[config.mk]
export PLATFORM = sky130hd
export DESIGN_NAME = udl_step_gen
export DESIGN_NICKNAME = d
export VERILOG_FILES = /design/src/rtl/udl_step_gen.sv
export SDC_FILE = /design/constraint.sdc
export NUM_CORES = 1
export LEC_CHECK = 0
export ABC_AREA = 1
export ABC_CLOCK_PERIOD_IN_PS = 4200
export BUFFER_PORTS_ARGS = -buffer_cell sky130_fd_sc_hd__buf_2
export CAP_MARGIN = 30
export CORE_UTILIZATION = 55
export CTS_CLUSTER_SIZE = 40
export DETAILED_ROUTE_END_ITERATION = 12
export GPL_TIMING_DRIVEN = 0
export PLACE_DENSITY = 0.81
export SETUP_SLACK_MARGIN = 0.3
export SLEW_MARGIN = 30
export SYNTH_ARGS = -nofsm -noshare
export SYNTH_HDL_FRONTEND = slang
export SYNTH_SLANG_ARGS = --single-unit
[constraint.sdc]
create_clock -name CLK -period 4.2 [get_ports CLK]
set_input_delay 0.84 -clock CLK [delete_from_list [all_inputs] [get_ports CLK]]
set_output_delay 0.84 -clock CLK [all_outputs]
set_load 0.01 [all_outputs]
[src/rtl/udl_step_gen.sv]
// Steps an external up/down counter towards a latched target with paced CE/UP pulses and pulses DONE on arrival.
// First CE two cycles after START; one step every DIV+3 cycles; ABORT wins over everything and returns to IDLE.
module udl_step_gen #(
    parameter int Width = 4,
    parameter int DIV_W = 8,
    parameter int TMR   = 0
) (
    input  logic             CLK,
    input  logic             RST,
    input  logic             START,
    input  logic             ABORT,
    input  logic [Width-1:0] TGT,
    input  logic [Width-1:0] CUR,
    input  logic [DIV_W-1:0] DIV,
    output logic             CE,
    output logic             UP,
    output logic             BUSY,
    output logic             DONE,
    output logic [Width-1:0] STEP_CNT
);
    typedef enum logic [2:0] {
        S_IDLE = 3'd0,
        S_CMP  = 3'd1,
        S_STEP = 3'd2,
        S_WAIT = 3'd3,
        S_FIN  = 3'd4
    } state_t;

    localparam int NC = (TMR != 0) ? 3 : 1;
    localparam int SW = 3 + Width + 1 + DIV_W + Width;

    logic [SW-1:0]    cp_vec [NC];
    logic [SW-1:0]    vote;
    logic [2:0]       state_raw;
    state_t           state_v, state_d;
    logic [Width-1:0] tgt_v, tgt_d;
    logic             dir_v, dir_d;
    logic [DIV_W-1:0] wait_v, wait_d;
    logic [Width-1:0] cnt_v, cnt_d;

    // Every copy loads the same next value, computed from the voted state.
    for (genvar c = 0; c < NC; c++) begin : g_cp
        logic [2:0]       state_q;
        logic [Width-1:0] tgt_q;
        logic             dir_q;
        logic [DIV_W-1:0] wait_q;
        logic [Width-1:0] cnt_q;

        always_ff @(posedge CLK or posedge RST) begin
            if (RST) begin
                state_q <= S_IDLE;
                tgt_q   <= '0;
                dir_q   <= 1'b0;
                wait_q  <= '0;
                cnt_q   <= '0;
            end else begin
                state_q <= state_d;
                tgt_q   <= tgt_d;
                dir_q   <= dir_d;
                wait_q  <= wait_d;
                cnt_q   <= cnt_d;
            end
        end

        assign cp_vec[c] = {state_q, tgt_q, dir_q, wait_q, cnt_q};
    end

    if (TMR != 0) begin : g_vote
        assign vote = (cp_vec[0] & cp_vec[1]) | (cp_vec[0] & cp_vec[2]) | (cp_vec[1] & cp_vec[2]);
    end else begin : g_single
        assign vote = cp_vec[0];
    end

    assign {state_raw, tgt_v, dir_v, wait_v, cnt_v} = vote;
    assign state_v = state_t'(state_raw);

    always_comb begin
        state_d = state_v;
        tgt_d   = tgt_v;
        dir_d   = dir_v;
        wait_d  = wait_v;
        cnt_d   = cnt_v;
        case (state_v)
            S_IDLE: begin
                if (START && !ABORT) begin
                    tgt_d   = TGT;
                    cnt_d   = '0;
                    state_d = S_CMP;
                end
            end
            S_CMP: begin
                if (CUR == tgt_v) begin
                    state_d = S_FIN;
                end else begin
                    dir_d   = (tgt_v > CUR);
                    state_d = S_STEP;
                end
            end
            S_STEP: begin
                wait_d  = DIV;
                if (cnt_v != '1) begin
                    cnt_d = cnt_v + 1'b1;
                end
                state_d = S_WAIT;
            end
            S_WAIT: begin
                if (wait_v == '0) begin
                    state_d = S_CMP;
                end else begin
                    wait_d = wait_v - 1'b1;
                end
            end
            S_FIN:   state_d = S_IDLE;
            default: state_d = S_IDLE;
        endcase
        // The step issued in an aborted STEP cycle still counts; only the state is cut short.
        if (ABORT && state_v != S_IDLE) begin
            state_d = S_IDLE;
        end
    end

    assign CE       = (state_v == S_STEP);
    assign UP       = dir_v;
    assign BUSY     = (state_v != S_IDLE);
    assign DONE     = (state_v == S_FIN);
    assign STEP_CNT = cnt_v;

endmodule

# Word-level counts from Yosys, hierarchy flattened

Index checks and enable logic that the tools add are counted.

Register bits: 20
Input port bits: 20
Output and inout bits: 8
Word-level logic and storage cells: 43

Add/subtract/negate cells: 2
Order comparisons: 1
Eq/ne operators: 11
Mux-type cells: 10
Bitwise gates (word level): 1
Reduce and logical (&&, ||, !) cells: 13

Operators with widths:

| operator                                                                | count |
|---|---|
| 8-bit case mux with 2 select lines                                      | 1 |
| 3-bit 2-to-1 mux                                                        | 4 |
| 3-bit case mux with 4 select lines                                      | 1 |
| 8-bit logical NOT                                                       | 1 |
| 4-bit 2-to-1 mux                                                        | 2 |
| 8-bit 2-to-1 mux                                                        | 1 |
| 4-bit case mux with 2 select lines                                      | 1 |
| 2-bit AND reduction                                                     | 4 |
| 8-bit by 1-bit subtractor with 8-bit output, second input constant      | 1 |
| 3-bit by 2-bit == test with 1-bit output, second input constant         | 2 |
| 3-bit inequality test, second input constant                            | 2 |
| 4-bit by 1-bit adder with 4-bit output, second input constant           | 1 |
| 4-bit == test                                                           | 1 |
| 4-bit greater-than comparator                                           | 1 |
| 2-bit inequality test, second input constant                            | 2 |
| 4-bit inequality test, second input constant                            | 1 |
| 2-bit nonzero test                                                      | 2 |
| 3-bit by 1-bit == test with 1-bit output, second input constant         | 1 |
| 3-bit == test, second input constant                                    | 1 |
| 3-bit logical NOT                                                       | 1 |
| 3-bit AND reduction                                                     | 1 |
| 3-bit nonzero test                                                      | 1 |
| 1-bit logical AND                                                       | 2 |
| 2-bit by 1-bit inequality test with 1-bit output, second input constant | 1 |
| other kinds (2)                                                         | 2 |

# Depth between registers and ports, before layout

Gate-level depths: netlist of run 1.

Word-level depth: 5
Gate-level depth with buffers: 9
Gate-level depth less buffers: 9

# Worst setup path before layout of run 1

OpenSTA, ideal clock, no wires.

Path type: in2reg
From: input port CUR[3]
To: register g_cp[0].state_q[1]
Setup time: 0.120 ns
Arrival time: 1.551 ns
Data required time: 4.080 ns
Path slack: 2.529 ns
Stages on the path: 7
Path buffers: 0
Path through: inv_1 -> ha_1 -> nand2_1 -> nor2_1 -> nor2_1 -> o21ai_0 -> nand2_1

Cells in the longest elaborated chain, start to end: 4

Ends and longest elaborated chain:

| what                               | RTL line | source |
|---|---|---|
| from (decl)                        | 13       | `input logic [Width-1:0] CUR,` |
| 4-bit == test                      | 92       | `if (CUR == tgt_v) begin` |
| 3-bit 2-to-1 mux                   | 92       |  |
| 3-bit case mux with 4 select lines | 83       | `case (state_v)` |
| 3-bit 2-to-1 mux                   | 117      | `if (ABORT && state_v != S_IDLE) begin` |
| to (signal assigned)               | 57       | `state_q <= state_d;` |
| to (decl)                          | 43       | `logic [2:0] state_q;` |

No other way between the ends.
A chain may end at the register's enable or synchronous reset.

# Final worst setup path of run 1

From: register g_cp[0].state_q[2]
To: output port BUSY

Cells in the longest elaborated chain, start to end: 1

Ends and longest elaborated chain:

| what               | RTL line | source |
|---|---|---|
| 3-bit nonzero test | 124      | `assign BUSY = (state_v != S_IDLE);` |
| to (decl)          | 17       | `output logic BUSY,` |

No other way between the ends.

==> summary.txt, run 1 <==
Routing
  • Vias per cell: 5.27
  • Post-route ant nets: 0
  • DR WL/cell: 11.9 um
  • WL met1: 1.28 mm
  • Wire length on met3: 117 um
  • Drt pass-1 iters: 4
  • WL final: 2.68 mm
  • Iter 0 DRT Violations: 52
  • Max Used Layer: met3
  • Met2 Wirelength: 1.29 mm
  • Residual DRC count: 0
  • Vias: 1,192

Critical path
  • Critical path arrival: 1.32 ns
  • WP buf/inv: 3
  • Most used cell, CP: inv_1
  • Worst-path cell chain: inv_1, nand2_2, nor2_1, inv_1, buf_2
  • R2r setup slk: 2.73 ns
  • Critical Path Slowest Stage Cell: dfrtp_1
  • Reg2reg end: g_cp[0].wait_q[1]
  • Crit end category: primary output
  • Crit Path Category: reg2out
  • Crit path launch type: flip-flop
  • FF-to-FF Start: g_cp[0].wait_q[0]
  • Top delay family on crit path: buffers and inverters
  • Critical Path RT: 3.36 ns
  • CP max stage delay: 0.37 ns
  • Max FO, Critical Path: 5
  • Worst reg2reg path depth: 8

Synthesis
  • Syn_nets: 195
  • Yosys top cell by area: dfrtp_1
  • Netlist cell types: 26
  • Register area share after synthesis: 0.399
  • Avg Inst Size Synth: 7.47 um2
  • FF+latch count, synth: 20
  • Area share of the largest cell type after synthesis: 0.399
  • Synth Cell Area: 1250 um2
  • Gate Count Post-Synth: 168
  • Warnings from Yosys: 0
  • Synth area leaders: dfrtp_1 (40%), nand2_1 (10%), nand3_1 (8.4%), ha_1 (7.0%), inv_1 (6.6%)

Clock network
  • CTS clk-pin slew, worst paths: 0.10 ns
  • Max Root-Sink Buffers: 2
  • TritonCTS Buffers: 3
  • Worst-Skew Late Latency: 0.30 ns
  • CTS root buf: clkbuf_4
  • Quantity of gates resized following cts: 0
  • Post-CTS setup buffers: 0
  • CTS Hold Bufs: 0
  • CTS tree: yes
  • Sink Count: 20
  • H-tree depth: 1

STA
  • Worst-Margin Slew: 0.769 ns
  • Max-slew violations: 0
  • Fin crit share: 0.513
  • Final count of hold timing violations: 0
  • Clk_skew: 0.0150 ns
  • Setup TNS: 0 ns
  • Fmax: 464 MHz
  • RSZ-0062 raised after global routing: false
  • Relative slew slack: 0.487
  • Final setup vio count: 0
  • Min Tclk post-route: 2.16 ns

Power
  • Cell Pwr Density: 715 nW/um2
  • Clock network power share: 0.106
  • Leakage power: 0.800 nW
  • Switching share of power: 0.466
  • Seq pwr share: 0.353
  • Worst vdd ir: 0.000467 V
  • Cell Int Power: 0.000557 W
  • Net Switching: 0.000486 W
  • Comb power frac: 0.541

Die
  • DIE WIDTH: 49.8 um
  • Die Y: 49.8 um
  • Row Count: 16
  • Die area: 2480 um2
  • I/O pin cnt: 28
  • Placeable core area: 2060 um2
  • Initial Util: 0.609

Final layout
  • Layout cells sized above 1: 0.226
  • Fillers: 178
  • Final instance area: 1460 um2
  • Total Nets Final: 227
  • Area grow syn2layout: 16.4%
  • N_diodes: 0

Run status
  • Status: complete, no violations

Placement
  • Routability Congestion: 0.853
  • IO Port Bufs: 27
  • Dpl cell area: 1420 um2
  • DP HPWL: 2.09 mm

Global routing
  • Congestion Overflow GR: 0
  • Gr usage total: 0.240
  • Number of global-route vias before repair: 1,075
  • First-pass GRT wire length: 4.50 mm
  • Largest net degree at the start of global routing: 21
  • Initial antenna violation count: 0

Min path
  • Min-Delay Path Depth: 2
  • Hold Startpoint: g_cp[0].tgt_q[0]
  • Min-delay worst type: reg2reg
  • Hold path endpoint: g_cp[0].tgt_q[0]

Flow run
  • Max-Cap Viols: 0
area by class of cell:
class | instances | area (um2) | share of cell area
multi-input combinational | 121 | 644 | 0.441
clock buffer | 4 | 36.3 | 0.0249
tap | 27 | 33.8 | 0.0231
timing repair buffer | 27 | 135 | 0.0925
buffer | 2 | 16.3 | 0.0111
inverter | 25 | 93.8 | 0.0643
sequential | 20 | 500 | 0.343
cell usage after synthesis (all sizes together):
cell / instances
o21ai: 14
xnor2: 1
and3: 1
o211ai: 1
inv: 24
ha: 7
nand3: 22
nor2: 19
nand4: 2
a31oi: 1
dfrtp: 20
mux2: 3
buf: 2
clkinv: 1
nand2: 39
or2: 3
nor3: 2
a21oi: 6
power by group through the flow:
| stage | Clock [W] | Sequential, W | Combinational (W) |
|---|---|---|---|
| after floorplan | 0 | 0.000362 | 0.000418 |
| after global placement | 0 | 0.000365 | 0.000530 |
| after detailed placement | 0 | 0.000371 | 0.000556 |
| after CTS | 0.000114 | 0.000367 | 0.000560 |
| after global routing | 0.000121 | 0.000380 | 0.000644 |
| final | 0.000111 | 0.000369 | 0.000564 |
tightest hold or removal path: cells and delay by family, from the launching register on:
kind	cells	cell delay, ns
AOI/OAI and AO/OA	1	0.06
buffers and inverters	1	0.07
DFF	1	0.37
metrics by stage:
step,setup WS (ns),total power (W),util,std cells,hold WS [ns]
after floorplan,2.53,0.000780,-,168,0.484
after global placement,2.38,0.000896,0.691,222,0.503
after detailed placement,2.34,0.000927,0.691,222,0.513
after CTS,2.05,0.00104,0.708,226,0.536
after global routing,1.93,0.00115,0.708,226,0.549
final,2.04,0.00104,0.708,226,0.528
layout by cell type (no fill, tap or decap), drive strengths merged:
master	netlist	routed
a21oi	6	6
a31oi	1	1
and3	1	1
buf	2	29
clkbuf	0	4
clkinv	1	1
dfrtp	20	20
ha	7	7
inv	24	24
mux2	3	3
nand2	39	39
nand3	22	22
nand4	2	2
nor2	19	19
nor3	2	2
o211ai	1	1
o21ai	14	14
or2	3	3
xnor2	1	1
logic make-up (layout without fill, tap and decap cells):
kind of cell / count (synthesis) / count (layout) / synth area share
muxes: 3 / 3 / 0.0269
xor gates and xnor gates: 1 / 1 / 0.00698
buffers and inverters: 27 / 58 / 0.0877
DFF: 20 / 20 / 0.399
and+or+nand+nor: 88 / 88 / 0.319
adders and majority gates: 7 / 7 / 0.0698
AOI/OAI and AO/OA: 22 / 22 / 0.0907
routing by layer:
| layer | track usage | vias to the layer above |
|---|---|---|
| li1 | - | 603 |
| met1 | 0.310 | 549 |
| met2 | 0.417 | 40 |
| met3 | 0.0556 | 0 |
| met4 | 0.0333 | 0 |
| met5 | 0 | - |
how the worst max path moves through the flow:
stage | depth (start not counted) | startpoint | end
2_1_floorplan | 7 | CUR[3] | g_cp[0].state_q[1]
3_3_place_gp | 8 | CUR[3] | UP
3_5_place_dp | 8 | CUR[3] | UP
4_1_cts | 5 | g_cp[0].state_q[2] | BUSY
5_1_grt | 5 | g_cp[0].state_q[2] | BUSY
6_report | 5 | g_cp[0].state_q[2] | BUSY
sequential cells by signal, summed over array words and instances (netlist names):
name and flops:
g_cp.wait_q 8, STEP_CNT 4, g_cp.tgt_q 4, g_cp.state_q 3, UP 1
(Power assumes the default switching activity.)
==> run 2, diff against run 1 <==
Settings changed: ABC_AREA 1 to 0, ABC_CLOCK_PERIOD_IN_PS 4200 to 2150, CORE_UTILIZATION 55 to 52, PLACE_DENSITY 0.81 to 0.78.
Clock period 4.2 ns to 2.15 ns, I/O delays scaled along.
==> run 2 against run 1 <==
Against the previous run: die area fell by 3.3%; critical path type is now reg2reg; critical endpoint is now g_cp[0].wait_q[1]; final area fell by 1.5%; largest power group is now sequential cells; critical path depth rose by 2; count of clock-buffer cells in the layout fell by 1; power rose by 25%; clock power rose by 55%.
==> summary.txt, run 2 <==
Final layout
  • Final instance area: 1440 um2
  • Largest reg by FF count: g_cp.wait_q
  • Largest register FFs: 8
  • Area grow syn2layout: 25.4%
  • Total Nets Final: 187
  • N_diodes: 0
  • Most frequent cells in the layout: buf_2 (27), dfrtp_1 (19), nor2_1 (11)
  • Layout cells sized above 1: 0.354
  • Commonest non-fill, non-tap cell in the layout: buf_2

Clock network
  • CTS Hold Bufs: 0
  • Worst-Skew Late Latency: 0.29 ns
  • Sink Count: 20
  • CTS tree: yes
  • H-tree depth: 1
  • CTS clk-pin slew, worst paths: 0.11 ns
  • CTS root buf: clkbuf_4
  • Max Root-Sink Buffers: 2
  • TritonCTS Buffers: 3

Die
  • Die area: 2400 um2
  • Placeable core area: 2020 um2
  • I/O pin cnt: 28
  • DIE WIDTH: 48.9 um
  • Row Count: 16
  • Die Y: 48.9 um
  • Initial Util: 0.567

Synthesis
  • Netlist cell types: 36
  • Gate Count Post-Synth: 120
  • Most common cell in the netlist: dfrtp_1
  • Synth cell count leaders: dfrtp_1 (20), o21ai_0 (13), nor2_1 (12)
  • Async S/R FF share, synth: 1.00
  • Warnings from Yosys: 0
  • Synth Cell Area: 1150 um2
  • Yosys top cell by area: dfrtp_1
  • Syn_nets: 147
  • FF+latch count, synth: 20
  • Post-synth EDFFs: 0
  • Register area share after synthesis: 0.437
  • Avg Inst Size Synth: 9.55 um2
  • Synth area leaders: dfrtp_1 (44%), ha_1 (7.6%), o21ai_0 (5.7%), mux2_2 (3.9%), nor2_1 (3.9%)
  • Prevailing post-synth register cell: dfrtp_1
  • Area share of the largest cell type after synthesis: 0.437

Critical path
  • Crit Path Category: reg2reg
  • Critical Path Slowest Stage Cell: or4bb_4
  • Crit end category: flip-flop
  • Max FO, Critical Path: 7
  • Critical Path RT: 2.34 ns
  • Crit path launch type: flip-flop
  • Worst-path cell chain: inv_2, ha_4, or4bb_4, o21bai_4, buf_6, a211oi_2, a21oi_1
  • CP max stage delay: 0.47 ns
  • Worst setup startpoint: g_cp[0].wait_q[1]
  • Critical path arrival: 2.02 ns
  • FF-to-FF Start: g_cp[0].wait_q[1]

Routing
  • Residual DRC count: 0
  • Vias per cell: 5.76
  • Drt pass-1 iters: 4
  • Post-route ant nets: 0
  • WL final: 2.55 mm
  • DR WL/cell: 13.8 um
  • Vias: 1,065
  • Iter 0 DRT Violations: 22

Power
  • Worst vdd ir: 0.000615 V
  • Cell Pwr Density: 909 nW/um2
  • Leakage power: 0.685 nW

Global routing
  • Congestion Overflow GR: 0
  • Gr usage total: 0.223
  • Initial antenna violation count: 0
  • Number of global-route vias before repair: 946
  • First-pass GRT wire length: 4.03 mm
  • Largest net degree at the start of global routing: 21

Placement
  • Dpl cell area: 1320 um2
  • IO Port Bufs: 27
  • Place WS: 0.193 ns
  • Routability Congestion: 0.867
  • DP HPWL: 1.88 mm

STA
  • Fmax: 548 MHz
  • Final setup vio count: 0
  • RSZ-0062 raised after global routing: true
  • Fin crit share: 0.849
  • Max-slew violations: 0
  • Setup TNS: 0 ns
  • Min Tclk post-route: 1.82 ns
  • Worst-Margin Slew: 0.721 ns
  • Final count of hold timing violations: 0
  • Final WS setup: 0.326 ns
  • Min Hold Slack: 0.235 ns
  • Clk_skew: 0.00410 ns
  • Relative slew slack: 0.519

Min path
  • Min-delay worst type: in2async

Flow run
  • Max-Cap Viols: 0

Run status
  • Status: complete, no violations
## run 2: kinds of logic after synthesis
group	after synthesis	synth area share
and+or+nand+nor	38	0.189
muxes	4	0.0393
adders and majority gates	7	0.0764
DFF	20	0.437
AOI/OAI and AO/OA	36	0.200
buffers and inverters	13	0.0437
xor gates and xnor gates	2	0.0153
## run 2: area by class of cell
type                            count  area [um2]
Timing Repair Buffer               35         195
Multi-Input combinational cell     87         626
Fill cell                         157         584
Inverter                            9        33.8
Sequential cell                    20         502
Clock buffer                        3        22.5
Tap cell                           27        33.8
Buffer                              4        25.0
## run 2: power by group
part / switching [W] / leakage [nW] / internal (W)
Combinational: 0.000272 / 0.424 / 0.000265
Sequential: 0.000107 / 0.247 / 0.000492
Clock: 0.000107 / 0.0138 / 0.0000652
Total: 0.000485 / 0.685 / 0.000822
## run 2: path summary, 6_finish.rpt
check                                     to  slack (ns)  cells past startpoint
max                        g_cp[0].wait_q[1]        0.33                      7
min                              STEP_CNT[3]        0.23                      2
max reg2reg                g_cp[0].wait_q[1]        0.33                      7
min reg2reg                 g_cp[0].tgt_q[1]        0.54                      1
max in group asynchronous  g_cp[0].wait_q[2]        1.41                      2
min in group CLK            g_cp[0].tgt_q[0]        0.34                      3
## run 2: stage by stage
stage | util | instances | total power [W]
after global placement | 0.650 | 174 | 0.00101
final | 0.711 | 185 | 0.00131
after detailed placement | 0.650 | 174 | 0.00103
after floorplan | - | 120 | 0.000881
after global routing | 0.711 | 185 | 0.00140
after CTS | 0.676 | 180 | 0.00122
## run 2: timing repair
| item | in CTS | in global routing |
|---|---|---|
| resized for setup | 4 | 13 |
| hold endpoints to repair | 0 | 0 |
| setup endpoints to repair | 6 | 14 |
| pin swaps | 1 | 2 |
| setup buffers | 3 | 5 |
## run 2: metal layers
layer,track usage,part of all wire
met1,0.269,0.45
met2,0.380,0.49
met3,0.0467,0.045
met4,0.103,0.020
met5,0,0
## run 2: worst max-delay path: cells and delay by family (launching register included)
family | cells | cell delay [ns]
adders and majority gates | 1 | 0.14
and+or+nand+nor | 1 | 0.47
buffers and inverters | 2 | 0.26
DFF | 1 | 0.43
AOI/OAI and AO/OA | 3 | 0.44
==> run 3, diff against run 2 <==
Settings changed: ABC_AREA 0 to 1, ABC_CLOCK_PERIOD_IN_PS 2150 to 1500, CORE_UTILIZATION 52 to 48, PLACE_DENSITY 0.78 to 0.75.
Clock period 2.15 ns to 1.5 ns, I/O delays scaled along.
==> run 3 against run 2 <==
Against the previous run: largest cell class unchanged; setup slack got worse by 0.34 ns; the flow now finishes with violations (setup timing); power rose to 3.7 times the previous value; final area grew 43%.
==> summary.txt, run 3 (synthesized netlist as in run 1, its figures left out) <==
Run status
  • Status: finished with violations
  • Failing checks: setup timing

Final layout
  • Total Nets Final: 255
  • Most frequent cells in the layout: buf_2 (26), nand2_1 (24), dfrtp_1 (18)
  • Area grow syn2layout: 63.3%
  • N_diodes: 0
  • Largest register FFs: 8
  • Layout cells sized above 1: 0.542
  • Largest reg by FF count: g_cp.wait_q
  • Post-Route Utilization: 0.827
  • Commonest non-fill, non-tap cell in the layout: buf_2
  • Non-filler cells, final: 257

Clock network
  • Max Root-Sink Buffers: 2
  • CTS Hold Bufs: 0
  • Sink Count: 20
  • Worst-Skew Late Latency: 0.33 ns
  • H-tree depth: 1
  • CTS root buf: clkbuf_4
  • CTS clk-pin slew, worst paths: 0.16 ns
  • TritonCTS Buffers: 3
  • CTS tree: yes

STA
  • Setup TNS: -0.0203 ns
  • Relative slew slack: 0.450
  • Worst-Margin Slew: 0.824 ns
  • Min Hold Slack: 0.0959 ns
  • Final setup vio count: 2
  • Clk_skew: 0.0277 ns
  • Max-slew violations: 0
  • Final count of hold timing violations: 0
  • Fin crit share: 1.01
  • Fmax: 658 MHz
  • RSZ-0062 raised after global routing: true
  • Final WS setup: -0.0187 ns
  • Min Tclk post-route: 1.52 ns

Critical path
  • Crit path launch type: flip-flop
  • Max FO, Critical Path: 2
  • CP max stage delay: 0.44 ns
  • Crit Path Category: reg2out
  • Most used cell, CP: inv_2
  • Top delay family on crit path: flip-flops
  • Critical Path RT: 1.20 ns
  • Crit end category: primary output
  • Worst-path cell chain: inv_2, nand2_4, nor2_4, inv_2, buf_6
  • Worst reg2reg path depth: 7
  • WP buf/inv: 3
  • WP depth: 5
  • Critical Path Slowest Stage Cell: dfrtp_1
  • Critical path arrival: 1.22 ns

Routing
  • Post-route ant nets: 0
  • DR WL/cell: 19.2 um
  • Drt pass-1 iters: 4
  • Iter 0 DRT Violations: 69
  • WL final: 4.93 mm
  • Vias: 1,537
  • Vias per cell: 5.98
  • Residual DRC count: 0

Global routing
  • Congestion Overflow GR: 0
  • Number of global-route vias before repair: 1,298
  • Gr usage total: 0.279
  • Largest net degree at the start of global routing: 21
  • First-pass GRT wire length: 5.63 mm
  • Initial antenna violation count: 0

Flow run
  • Max-Cap Viols: 0

Die
  • Row Count: 18
  • Initial Util: 0.507
  • DIE WIDTH: 53.1 um
  • Placeable core area: 2480 um2
  • I/O pin cnt: 28
  • Die area: 2820 um2
  • Die Y: 53.1 um

Power
  • Cell Pwr Density: 2340 nW/um2
  • Worst vdd ir: 0.00161 V
  • Leakage power: 1.03 nW

Placement
  • IO Port Bufs: 27
  • Post-placement cell count: 225
  • Routability Congestion: 0.877
  • DP HPWL: 2.07 mm

Min path
  • Min-delay worst type: in2async
-- run 3: changes by cell type in the layout (fill, tap and decap cells not counted), moves of 7 or more --
cell and change:
nand2_4 +9, o21ai_2 +7, inv_1 +9, buf_4 +8
nand2_1 +21, buf_6 +13, nand3_1 +14
-- run 3: worst paths after layout --
kind / to / startpoint / slack [ns]
worst max-delay path: BUSY / g_cp[0].state_q[0] / -0.02
worst min-delay path: g_cp[0].tgt_q[1] / RST / 0.1
worst max register to register: g_cp[0].wait_q[1] / g_cp[0].state_q[0] / 0.04
worst min register to register: g_cp[0].tgt_q[0] / g_cp[0].tgt_q[0] / 0.58
max in group asynchronous: g_cp[0].wait_q[3] / RST / 0.81
min in group CLK: g_cp[0].tgt_q[1] / TGT[1] / 0.18
-- run 3: area by class of cell --
type	count	area [um2]
Buffer	2	22.5
Clock buffer	3	22.5
Clock inverter	1	30.0
Fill cell	150	428
Inverter	25	96.3
Multi-Input combinational cell	122	952
Sequential cell	20	503
Tap cell	30	37.5
Timing Repair Buffer	54	385
-- run 3: layer usage --
metal	vias to the layer above	global-route usage	share of wire
met3	36	0.0345	0.084
met2	115	0.489	0.49
met5	-	0	0
li1	665	-	-
met1	721	0.338	0.36
met4	0	0.118	0.062
-- run 3: report_power, final --
| part | switching, W | internal [W] | total, W |
|---|---|---|---|
| Sequential | 0.000313 | 0.000800 | 0.00111 |
| Clock | 0.000210 | 0.000270 | 0.000480 |
| Combinational | 0.00176 | 0.00145 | 0.00321 |
-- run 3: per-stage QoR --
stage	setup WS (ns)	instance area (um2)	total power, W
2_1_floorplan	0.234	1290	0.00225
3_3_place_gp	0.0929	1470	0.00260
3_5_place_dp	0.0877	1470	0.00268
4_1_cts	0.0439	1790	0.00383
5_1_grt	-0.0359	2050	0.00505
6_report	-0.0187	2050	0.00480
-- run 3: what timing repair did --
action / 4_1_cts / 5_1_grt
endpoints found under the hold margin: 0 / 0
gates resized for setup: 40 / 42
endpoints found under the setup margin: 24 / 24
pin swaps: 16 / 26
gates cloned: 1 / 2
buffers inserted: 16 / 9
